===== src/rtl/inst_mem_fetch.sv =====
// Registered instruction memory for the IF stage: valid/ready fetch port with
// fault reporting, flush and back-pressure, plus a word-wide run-time programming port.
module inst_mem_fetch #(
    parameter int          DEPTH     = 64,
    parameter int          ADDR_W    = 32,
    parameter logic [31:0] NOP_INSTR = 32'h00000013,
    parameter int          IDX_W     = $clog2(DEPTH)
) (
    input  logic              clk,
    input  logic              rst,
    input  logic              req_valid,
    output logic              req_ready,
    input  logic [ADDR_W-1:0] req_addr,
    output logic              resp_valid,
    input  logic              resp_ready,
    output logic [31:0]       resp_inst,
    output logic [ADDR_W-1:0] resp_addr,
    output logic              resp_fault,
    input  logic              flush,
    input  logic              prog_en,
    input  logic              prog_we,
    input  logic [IDX_W-1:0]  prog_addr,
    input  logic [31:0]       prog_data
);

    localparam logic [IDX_W:0] DEPTH_L = (IDX_W + 1)'(DEPTH);

    // Power-up contents are NOPs; reset deliberately leaves the array alone.
    logic [31:0] mem_q [DEPTH] = '{default: NOP_INSTR};

    logic              valid_q, valid_d;
    logic [31:0]       inst_q, inst_d;
    logic [ADDR_W-1:0] addr_q, addr_d;
    logic              fault_q, fault_d;

    logic [IDX_W-1:0]  req_idx;
    logic              req_in_range;
    logic              req_misaligned;
    logic              req_fault;
    logic              accept;
    logic              prog_in_range;

    assign req_idx        = req_addr[IDX_W+1:2];
    assign req_in_range   = ~|req_addr[ADDR_W-1:IDX_W+2];
    assign req_misaligned = |req_addr[1:0];
    assign req_fault      = req_misaligned | ~req_in_range;

    // Depends only on state and control inputs, never on the request itself.
    assign req_ready = !rst && !prog_en && (!valid_q || resp_ready || flush);
    assign accept    = req_valid && req_ready;

    assign prog_in_range = {1'b0, prog_addr} < DEPTH_L;

    always_comb begin
        valid_d = valid_q;
        inst_d  = inst_q;
        addr_d  = addr_q;
        fault_d = fault_q;
        if (accept) begin
            valid_d = 1'b1;
            addr_d  = req_addr;
            fault_d = req_fault;
            inst_d  = req_fault ? NOP_INSTR : mem_q[req_idx];
        end else if (valid_q && (resp_ready || flush)) begin
            valid_d = 1'b0;
        end
    end

    always_ff @(posedge clk) begin
        if (rst) begin
            valid_q <= 1'b0;
            inst_q  <= NOP_INSTR;
            addr_q  <= '0;
            fault_q <= 1'b0;
        end else begin
            valid_q <= valid_d;
            inst_q  <= inst_d;
            addr_q  <= addr_d;
            fault_q <= fault_d;
        end
    end

    // Writes proceed even during reset so a program load is never lost.
    always_ff @(posedge clk) begin
        if (prog_en && prog_we && prog_in_range) begin
            mem_q[prog_addr] <= prog_data;
        end
    end

    assign resp_valid = valid_q;
    assign resp_inst  = inst_q;
    assign resp_addr  = addr_q;
    assign resp_fault = fault_q;

endmodule


===== config.mk =====
export PLATFORM = sky130hd
export DESIGN_NAME = inst_mem_fetch
export DESIGN_NICKNAME = d
export VERILOG_FILES = /design/src/rtl/inst_mem_fetch.sv
export SDC_FILE = /design/constraint.sdc
export NUM_CORES = 2
export LEC_CHECK = 0
export ABC_CLOCK_PERIOD_IN_PS = 8000
export BUFFER_PORTS_ARGS = -buffer_cell sky130_fd_sc_hd__buf_2
export CAP_MARGIN = 0
export CORE_MARGIN = 10
export CORE_UTILIZATION = 45
export DETAILED_ROUTE_END_ITERATION = 6
export GPL_ROUTABILITY_DRIVEN = 0
export GPL_TIMING_DRIVEN = 0
export SYNTH_ARGS = -nofsm -noshare
export SYNTH_HDL_FRONTEND = slang
export SYNTH_SLANG_ARGS = --single-unit

===== constraint.sdc =====
create_clock -name clk -period 8 [get_ports clk]
set_input_delay 1.6 -clock clk [delete_from_list [all_inputs] [get_ports clk]]
set_output_delay 1.6 -clock clk [all_outputs]
set_load 0.02 [all_outputs]

==> flow_metrics.tcl <==
set metrics [dict create \
    clockBufferDepth 3 \
    min_period_over_period_pct 64.92 \
    yosys_most_used_dff "edfxtp_1" \
    wl_per_cell_um 36.29 \
    drive_above_1_share_pct 26.65 \
    grtUsageTotal_pct 24.26 \
    dp_hpwl_um 157400 \
    yosysSeqAreaShare_pct 78.18 \
    drt_wl_total_um 241400 \
    layout_min_cycle_time_ps 5193 \
    first_pass_iters 7 \
    cts_resized 0 \
    r2r_cells 8 \
    hold_viol 0 \
    clock.fmax_ghz 0.1926 \
    total_leakage_power_nw 29.10 \
    antenna_left 0 \
    num_io_pins 144 \
    cp_max_fo 10 \
    ctsHoldBuffers 0 \
    vias 41460 \
    rsz0062_at_grt "no" \
    holdPathStages 2 \
    fin_nets 4194 \
    p_per_area_nw_per_um2 245.0 \
    rows 155 \
    synth_cell_types 55 \
    layout_common_cells "edfxtp_1, mux4_2, nand2_1, clkbuf_16, buf_2" \
    syn-num-nets 3786 \
    synth_top_family_by_area "multiplexers" \
    ff2ff_setup_slack_ps 4330 \
    synth_fa_ha_area_share_pct 0 \
    syn_area_um2 80360 \
    ys_ff_latch 2114 \
    yosys.area_share.simple_pct 2.233 \
    holdPathEnd "resp_inst[14]" \
    via_per_inst 6.231 \
    die_width_um 442.6 \
    io_buffers 137 \
    crit_path_start_kind "primary input" \
    drv_slew 8 \
    worstSetupPathType "in2reg" \
    clk_pin_slew_ps 60 \
    dieHeight_um 442.6 \
    grt_pass1_wl_um 331400 \
    arrival_ps 5980 \
    run_status "complete, but fails checks" \
    seqPwrFrac_pct 53.9 \
    use_met2_pct 37.06 \
    drcViolationCount 0 \
    clockRootBuffer "clkbuf_16" \
    cts_made_buffers 203 \
    net-switching-power_mw 4.930 \
    grt.overflow.total 0 \
    tns_ps 0 \
    p_int_mw 17.70 \
    synth_warnings 0 \
    die_area_um2 195900 \
    worst_pin_slew_ps 1542 \
    cp-end-kind "flop" \
    core_area_um2 178000 \
    worst_ep_required_time_ps 8790 \
    hold_class "reg2reg" \
    dr.first_iter.drc_count 6022 \
    synth_edf_count 2048 \
    r2r_start "resp_valid" \
    syn_avg_cell_area_um2 21.67 \
    synthXorXnorAreaFrac_pct 0 \
    vdd_ir_drop_max_mv 0.1894 \
    syn_inst 3709 \
    area_growth_pct 14.95 \
    use_met3_pct 6.771 \
    met1_usage_pct 32.90 \
    fin_skew_ps 26.17 \
    hold_ws_ps 437.6 \
    grt_pass1_vias 40480 \
    cts_max_level 4 \
    grt-busiest-layer "met2" \
    cts_tree "built" \
    setup_viol 0 \
    synthMuxAreaShare_pct 15.22 \
    slew_headroom_pct -3.161 \
    cts_sinks 2114 \
    antenna_found_initial 22 \
    violations "capacitance limit, slew limit" \
    place_ws_ps 2227 \
    cts_setup_buffers 0 \
    hp-start "resp_inst[14]" \
    async_flop_share_pct 0 \
    maxCapViolCount 1 \
    start_util_pct 45.14 \
    layout_setup_ws_ps 2807 \
    p_clk_share_pct 40.8 \
    combPwrFrac_pct 5.3 \
    switching_share_pct 21.78 \
    layout.cells.most_common "edfxtp_1" \
    clock_latency_ps 850 \
    grt_max_degree 65 \
    synth_compound_area_share_pct 2.926 \
    r2r-end "resp_inst[11]" \
]
==> stage by stage <==
stage	util [%]	std cells	cell area [µm²]	power, mW
after global routing	51.88	6647	92350	23.21
final	51.88	6653	92370	22.63
after detailed placement	48.30	6267	85980	13.62
after CTS	51.83	6644	92270	22.70
after floorplan	-	3709	80360	12.99
after global placement	47.18	6201	83990	13.59
==> sequential cells by signal (all words and copies together), names as in the netlist <==
name,count
resp_addr,32
resp_inst,32
resp_fault,1
resp_valid,1
mem_q,2048
==> metal layers <==
layer / vias to the layer above / share of wire (%) / routed length (µm)
met4: 16 / 4.9 / 11740
met1: 22160 / 38 / 92860
met2: 2311 / 46 / 110500
met3: 527 / 11 / 26230
met5: - / 0.043 / 105
li1: 16440 / - / -
==> power groups by stage <==
stage | Combinational, mW | Sequential (mW) | Clock [mW]
floorplan | 0.551 | 12.4 | 0
global placement | 1.15 | 12.4 | 0
detailed placement | 1.19 | 12.4 | 0
CTS | 1.19 | 12.2 | 9.31
global route | 1.24 | 12.2 | 9.77
finish | 1.21 | 12.2 | 9.22
==> logic make-up (layout without fill, tap and decap cells) <==
kind of cell,count (synthesis),in the layout
DFF,2114,2114
buffers and inverters,215,795
muxes,634,634
and+or+nand+nor,413,413
AOI/OAI and AO/OA,333,333
other,0,9
==> critical path: stages <==
cell and delay [ps]:
buf_2 150, buf_2 230, inv_2 390, buf_1 1000, buf_1 1020, nand2_1 160
a311oi_1 1030, o2111ai_1 230, nand2_1 120
==> worst max path at each step <==
stage                  from       endpoint  slack (ps)
6_report        req_addr[5]  resp_inst[29]        2810
5_1_grt         req_addr[5]  resp_inst[29]        3010
4_1_cts         req_addr[3]   resp_inst[8]        3120
3_5_place_dp    req_addr[4]  resp_inst[13]        2230
3_3_place_gp        prog_en  mem_q[48][15]        1270
2_1_floorplan  prog_addr[5]   mem_q[39][0]        3780
==> cells in the mapped netlist (6+ instances only) <==
cell type	n	area, µm²
a2111oi_0	9	78.83
a211oi_1	43	322.8
a21oi_1	15	75.07
a22oi_1	77	578.1
a311oi_1	26	227.7
a31oi_1	16	100.1
and2_1	9	56.30
and3_1	8	50.05
buf_1	14	52.55
buf_2	72	360.4
buf_4	29	217.7
buf_6	12	135.1
clkbuf_1	78	292.8
dfxtp_1	66	1321
edfxtp_1	2048	61500
mux2i_1	160	1602
mux4_2	470	10590
nand2_1	223	837.1
nand2b_1	6	37.54
nand3_1	26	130.1
nand3b_1	7	52.55
nand4_1	7	43.79
nor2_1	86	322.8
nor2b_1	18	112.6
nor4_1	8	50.05
o2111ai_1	20	175.2
o21ai_0	43	215.2
o22ai_1	64	400.4
==> layout make-up <==
class                      instances  area [µm²]
buffer                           209        1139
multi-input combinational       1380       16930
timing repair buffer             203        2197
clock inverter                   100       711.9
tap                             2355        2947
antenna                            9       22.52
fill                           13900       85660
sequential                      2114       62820
clock buffer                     277        5578
inverter                           6       22.52
(Power assumes the default switching activity.)
